[src/rtl/alu_32bit_divider.sv]
// 32-bit iterative restoring divider, signed (DIV) and unsigned (DIVU).
// One operation takes 33 busy cycles: 32 restoring steps on operand
// magnitudes, then one cycle of sign fix-up and result registration.
module alu_32bit_divider (
    input  logic        clk,
    input  logic        rst,
    input  logic        start,
    input  logic        sign,
    input  logic [31:0] a,
    input  logic [31:0] b,
    output logic        busy,
    output logic        done,
    output logic [31:0] quotient,
    output logic [31:0] remainder,
    output logic        divzero,
    output logic        overf
);

    typedef enum logic [1:0] {
        IDLE = 2'd0,
        RUN  = 2'd1,
        FIX  = 2'd2
    } state_t;

    state_t      state_reg, state_next;
    logic [4:0]  cnt_reg;

    // Operand captures made when a request is accepted
    logic [31:0] a_raw_reg;     // untouched dividend, returned on divide-by-zero
    logic [31:0] bmag_reg;      // divisor magnitude
    logic        qneg_reg;      // quotient must be negated in FIX
    logic        rneg_reg;      // remainder must be negated in FIX
    logic        dz_reg;
    logic        ov_reg;

    // Restoring-division working registers
    logic [31:0] prem_reg;      // partial remainder
    logic [31:0] dvd_reg;       // dividend bits shifting out, quotient bits shifting in

    // Registered result outputs
    logic [31:0] quotient_reg, remainder_reg;
    logic        divzero_reg, overf_reg, done_reg;

    // Operand magnitudes; 0x80000000 negates to itself, which read as
    // unsigned is exactly the magnitude we need.
    logic [31:0] amag, bmag;
    logic        sgn_a, sgn_b;

    // One restoring step
    logic [32:0] shifted;
    logic [32:0] trial;
    logic        trial_ge;
    logic [31:0] step_rem;
    logic [31:0] step_dvd;

    // Magnitude selection at the input boundary
    always_comb begin
        sgn_a = sign & a[31];
        sgn_b = sign & b[31];
        amag  = sgn_a ? (~a + 32'd1) : a;
        bmag  = sgn_b ? (~b + 32'd1) : b;
    end

    // Shift, 33-bit trial subtract, keep or restore
    always_comb begin
        shifted  = {prem_reg, dvd_reg[31]};
        trial    = shifted - {1'b0, bmag_reg};
        // A set top bit means shifted exceeds any 32-bit divisor; otherwise
        // the top bit of the 33-bit difference is the borrow.
        trial_ge = shifted[32] | ~trial[32];
        step_rem = trial_ge ? trial[31:0] : shifted[31:0];
        step_dvd = {dvd_reg[30:0], trial_ge};
    end

    // State register
    always_ff @(posedge clk) begin
        if (rst) begin
            state_reg <= IDLE;
        end else begin
            state_reg <= state_next;
        end
    end

    // Next-state and busy decode
    always_comb begin
        state_next = state_reg;
        busy       = 1'b0;
        case (state_reg)
            IDLE: begin
                if (start) begin
                    state_next = RUN;
                end
            end
            RUN: begin
                busy = 1'b1;
                if (cnt_reg == 5'd31) begin
                    state_next = FIX;
                end
            end
            FIX: begin
                busy       = 1'b1;
                state_next = IDLE;
            end
            default: begin
                state_next = IDLE;
            end
        endcase
    end

    // Operand capture, iteration datapath and result registers
    always_ff @(posedge clk) begin
        if (rst) begin
            cnt_reg       <= 5'd0;
            a_raw_reg     <= 32'd0;
            bmag_reg      <= 32'd0;
            qneg_reg      <= 1'b0;
            rneg_reg      <= 1'b0;
            dz_reg        <= 1'b0;
            ov_reg        <= 1'b0;
            prem_reg      <= 32'd0;
            dvd_reg       <= 32'd0;
            quotient_reg  <= 32'd0;
            remainder_reg <= 32'd0;
            divzero_reg   <= 1'b0;
            overf_reg     <= 1'b0;
            done_reg      <= 1'b0;
        end else begin
            done_reg <= 1'b0;
            case (state_reg)
                IDLE: begin
                    if (start) begin
                        cnt_reg   <= 5'd0;
                        a_raw_reg <= a;
                        bmag_reg  <= bmag;
                        dvd_reg   <= amag;
                        prem_reg  <= 32'd0;
                        qneg_reg  <= sgn_a ^ sgn_b;
                        rneg_reg  <= sgn_a;
                        dz_reg    <= (b == 32'd0);
                        ov_reg    <= sign && (a == 32'h8000_0000) && (b == 32'hFFFF_FFFF);
                    end
                end
                RUN: begin
                    prem_reg <= step_rem;
                    dvd_reg  <= step_dvd;
                    cnt_reg  <= cnt_reg + 5'd1;
                end
                FIX: begin
                    done_reg    <= 1'b1;
                    divzero_reg <= dz_reg;
                    overf_reg   <= ov_reg;
                    if (dz_reg) begin
                        // Divide-by-zero bypasses sign fix-up entirely
                        quotient_reg  <= 32'hFFFF_FFFF;
                        remainder_reg <= a_raw_reg;
                    end else begin
                        quotient_reg  <= qneg_reg ? (~dvd_reg + 32'd1) : dvd_reg;
                        remainder_reg <= rneg_reg ? (~prem_reg + 32'd1) : prem_reg;
                    end
                end
                default: begin
                    cnt_reg <= 5'd0;
                end
            endcase
        end
    end

    assign done      = done_reg;
    assign quotient  = quotient_reg;
    assign remainder = remainder_reg;
    assign divzero   = divzero_reg;
    assign overf     = overf_reg;

endmodule

[config.mk]
export PLATFORM = sky130hd
export DESIGN_NAME = alu_32bit_divider
export DESIGN_NICKNAME = d
export VERILOG_FILES = /design/src/rtl/alu_32bit_divider.sv
export SDC_FILE = /design/constraint.sdc
export NUM_CORES = 1
export LEC_CHECK = 0
export ABC_AREA = 1
export BUFFER_PORTS_ARGS = -buffer_cell sky130_fd_sc_hd__buf_2
export CORE_MARGIN = 2
export CORE_UTILIZATION = 27
export DETAILED_ROUTE_END_ITERATION = 8
export SLEW_MARGIN = 20
export SYNTH_ARGS = -nofsm -noshare
export SYNTH_HDL_FRONTEND = slang
export SYNTH_SLANG_ARGS = --single-unit
[constraint.sdc]
create_clock -name clk -period 5.35 [get_ports clk]
set_input_delay 0.2675 -clock clk [delete_from_list [all_inputs] [get_ports clk]]
set_output_delay 0.2675 -clock clk [all_outputs]
set_load 0.1 [all_outputs]
# After elaboration in Yosys (flattened, before gate mapping)
# Index checks and enable logic that the tools add are counted.
[classes] addsub=6 n_eq_ne=7 muxes=18 bitwise=10 reduce_logical=10
[ops] op="32-bit 2-to-1 mux" count=9
[ops] op="32-bit by 1-bit adder with 32-bit output (second input constant)" count=4
[ops] op="32-bit NOT" count=4
[ops] op="32-bit case mux with 2 select lines" count=2
[ops] op="32-bit equality test (second input constant)" count=2
[ops] op="33-bit by 32-bit subtractor with 33-bit output" count=1
[ops] op="32-bit zero test" count=1
[ops] op="5-bit case mux with 3 select lines" count=1
[ops] op="2-bit AND reduction" count=4
[ops] op="5-bit by 1-bit adder with 5-bit output (second input constant)" count=1
[ops] op="5-bit equality test (second input constant)" count=1
[ops] op="5-bit 2-to-1 mux" count=1
[ops] op="2-bit 2-to-1 mux" count=2
[ops] op="2-bit != test (second input constant)" count=2
[ops] op="2-bit case mux with 2 select lines" count=1
[ops] op="1-bit AND" count=2
[ops] op="2-bit by 1-bit equality test with 1-bit output (second input constant)" count=1
[ops] op="2-bit equality test (second input constant)" count=1
[ops] op="1-bit logical AND" count=2
[ops] op="2-bit zero test" count=1
[ops] op="1-bit 2-to-1 mux" count=2
[ops] op="1-bit NOT" count=2
[ops] op="2-bit nonzero test" count=1
[ops] op="2-bit OR reduction" count=1
[ops] op="other kinds (2)" count=2
[word_totals] regBits=206 in_bits=68 out_inout_bits=68 elab_cells=66

# Longest topological paths before layout
[depth] word_depth=5 mapped_depth=18 depth_no_buf=16

# Worst setup path before layout
# Ideal clock, no wire load.
[synth_path] path_kind="register to register" startpoint="register dvd_reg[31]" endpoint="register prem_reg[11]" setup_ns=0.132 arrival_time_ns=2.055 required_time_ns=5.218 setup_slack_ns=3.163 stages_incl_launch_ff=18 n_path_buf=2 synth_period_minus_slack_ns=2.187 path_cell_list="dfxtp_1 inv_1 ha_1 fa_1 inv_1 nand2_1 nand2_1 nand3_1 nand2_2 nand2_1 nand2_2 nand2_1 nand3_2 buf_6 buf_2 o21ai_0 nand2_1 a21oi_1"
[synth_via] elab_chain_cells=5
[synth_lines] element="start: declaration" line="38" text="logic [31:0] dvd_reg;"
[synth_lines] element="start signal: assignment" line="135" text="dvd_reg <= amag;"
[synth_lines] element="start signal: assignment" line="145" text="dvd_reg <= step_dvd;"
[synth_lines] element="33-bit by 32-bit subtractor with 33-bit output *" line="67" text="trial = shifted - {1'b0, bmag_reg};"
[synth_lines] element="1-bit NOT" line="70" text="trial_ge = shifted[32] | ~trial[32];"
[synth_lines] element="1-bit OR" line="70"
[synth_lines] element="32-bit 2-to-1 mux *" line="71" text="step_rem = trial_ge ? trial[31:0] : shifted[31:0];"
[synth_lines] element="32-bit case mux with 2 select lines *" line="129" text="case (state_reg)"
[synth_lines] element="end signal: assignment" line="144" text="prem_reg <= step_rem;"
[synth_lines] element="end: declaration" line="37" text="logic [31:0] prem_reg;"
# Mark *: on every way between the ends. The rest lies on a longest branch, timed or not.
# A chain may end at the register's enable or synchronous reset.

# Worst setup path in the final report
# Same ends and word-level chain as after synthesis.

==> metrics.txt <==
Hold Path Class input port to flip-flop; commonest cells after routing, fill and taps aside nand2_1 (608), inv_1 (324), nor2_1 (261); clock period minus worst slack 3.00 ns; Via Count 15.3k; syn nets 2,475; die area 0.0542 mm^2; Final Skew 0.00973 ns; initial antenna violation count 7; met2 WL 22,200 um; complex-gate fraction of the synthesized area 17.3%; Clock Path Buffers 3; post-synth top area cell dfxtp_1; Slew Limit Fails 0; Routed WL 52,400 um; final worst-path cycle share 56.1%; crit path max fanout 38; P_leak 7.55 nW; crit-path max cell delay 0.44 ns; Worst setup EP type flip-flop; Slew @ Worst Pin 0.881 ns; Num CTS Buffers 25; Clock Root Buffer clkbuf_16; f_max 333 MHz; DRC viols 0; Critical Path AT 3.41 ns; H-tree depth 1; Top Family by Delay on Critical Path simple AND/OR/NAND/NOR gates; CP Cell Sequence inv_1 -> ha_1 -> fa_1 -> inv_1 -> nand2_1 -> nand2_1 -> nand3_1 -> nand2_2 -> nand2_1 -> nand2_2 -> nand2_1 -> nand3_2 -> buf_4 -> o21ai_0 -> nand2_1 -> a21oi_1; 1st-iter DRT viols 1,397; die width 233 um; power density over cell area 305 mW/mm^2; routed vias/inst 4.86; Synth Instances 2,364; worst path required time 5.75 ns; Yosys top cell area share 29.2%; num ports 136; Worst path most repeated cell nand2_1; max-cap violation count 0; Max-slew headroom 41.2%; Yosys reg bits 206; Syn Area/Cell 5.98 um^2; met3 wire len 3590 um; synth-to-layout area growth 14.3%; Tot Pwr 4.93 mW; Layout fillers 5,858; maximum vdd drop 179 uV; final hold violations 0; xor/xnor share of the synthesized area 2.66%; DRT antenna net count 0; synthesized area 0.0141 mm^2; Clock transition at path regs 0.06 ns; 1st-pass router iterations 5; initial core utilization 27.5%; number of global-route vias before repair 13.8k; CP Buf/Inv Count 3; Overflow after GRT 0; Setup TNS 0 ns; met1 WL 24,800 um; Tot GR Track Use 19.0%; Post-Synth Simple-Gate Area 35.3%; final core occ 31.4%; CTS tree built; sequential cell area fraction in the yosys report 29.2%; largest family of logic cells by synthesized area simple AND/OR/NAND/NOR gates; RSZ-0062 raised after global routing false; status finished clean; share of layout cells above drive strength 1 9.11%; crit path kind flip-flop to flip-flop; per-cell routed wire length 16.7 um; area of the multi-input gates 0.00836 mm^2; row cnt 83; Post-CTS Resized 0; Reg area 0.00412 mm^2; uppermost layer routed met5; Yosys cell types 43; top cells by area, synth dfxtp_1 (29%), nand2_1 (16%), inv_1 (8.7%); Die H 233 um; multiplexer area fraction after synthesis 0%; Placer Congestion 0.943; Slowest cell on crit path buf_4; post-detailed-placement half-perimeter wirelength 40,500 um; CP startpoint kind flip-flop; global-route wire length before repair 80,400 um; Post-CTS Repair Setup Buffers 0; fin nets 2,554; CTS Hold Bufs 1; largest net degree at the start of global routing 78; warnings from Yosys 0; Final setup viols 0; commonest non-fill, non-tap cell in the layout nand2_1; Placeable Area 0.0515 mm^2; TritonCTS Sinks 206; Buffers on Ports 135; clk_lat worst skew 0.55 ns; Synth Area in Adders 3.86%
final cells by class:
class | instances | share of cell area [%]
Clock buffer | 34 | 4.20
Tap cell | 680 | 5.26
Clock inverter | 9 | 0.534
Timing Repair Buffer | 152 | 5.00
Multi-Input combinational cell | 1724 | 51.7
Inverter | 334 | 7.75
Antenna cell | 1 | 0.0155
Sequential cell | 206 | 25.5
cell usage after synthesis:
master	instances
a31oi_1	25
xor2_1	29
clkinv_1	3
inv_2	5
fa_1	1
o21ai_1	9
xnor2_1	14
a221oi_1	1
a31o_2	1
nor3_2	1
o21bai_1	5
nand3b_1	6
o31ai_1	1
buf_6	3
nor2_2	8
nand2_1	608
o21ai_2	3
a211oi_1	1
nand4_1	39
o41ai_1	1
nor3_1	30
buf_2	5
a21oi_1	218
o211ai_1	29
or2_0	1
nor3b_1	3
clkbuf_1	77
nor4_1	6
and2_1	3
nand3_2	2
nor2_1	261
a21o_1	3
o21ai_0	150
nand3_1	203
ha_1	42
dfxtp_1	206
nor3_4	1
or2_2	2
o221ai_1	7
nor2_4	3
buf_1	15
nand2_2	7
inv_1	326
report_power, final:
| part | switching [mW] | internal, mW |
|---|---|---|
| combinational | 1.13 | 0.382 |
| sequential | 0.0997 | 1.67 |
| clock | 0.714 | 0.937 |
| total | 1.94 | 2.99 |
metrics by stage:
stage          setup WS, ns  instances  hold slack, ns  cell area, um^2
2_1_floorplan          3.16       2364           0.416            14100
3_3_place_gp           2.39       3095           0.454            15400
3_5_place_dp           2.39       3095           0.460            15400
4_1_cts                2.37       3139          0.0171            16200
5_1_grt                2.03       3140          0.0470            16200
6_report               2.35       3140          0.0447            16200
cell families (layout without fill, tap and decap cells):
logic type | after synthesis | count (layout)
buffers and inverters | 434 | 529
and+or+nand+nor | 1184 | 1184
AOI/OAI and AO/OA | 454 | 454
other | 0 | 1
xor gates and xnor gates | 43 | 43
adders and majority gates | 43 | 43
DFF | 206 | 206
layer usage:
layer / vias to the layer above / global-route usage [%]
met5: - / 0
met4: 12 / 6.11
met3: 76 / 3.08
met2: 461 / 29.0
met1: 6897 / 27.0
li1: 7826 / -
worst paths after layout:
kind | start | endpoint | slack [ns] | depth (start not counted)
worst max register to register | dvd_reg[31]$_SDFFE_PP0P_ | prem_reg[11]$_SDFFE_PP0P_ | 2.35 | 16
worst min-delay path | a[4] | a_raw_reg[4]$_SDFFE_PP0P_ | 0.04 | 3
worst max-delay path | dvd_reg[31]$_SDFFE_PP0P_ | prem_reg[11]$_SDFFE_PP0P_ | 2.35 | 16
worst min register to register | remainder[12]$_SDFFE_PP0P_ | remainder[12]$_SDFFE_PP0P_ | 0.47 | 2
worst min-delay path, stage by stage:
cell and delay (ns):
buf_2 0.13, inv_1 0.09, a21oi_1 0.06
(Power assumes the default switching activity.)
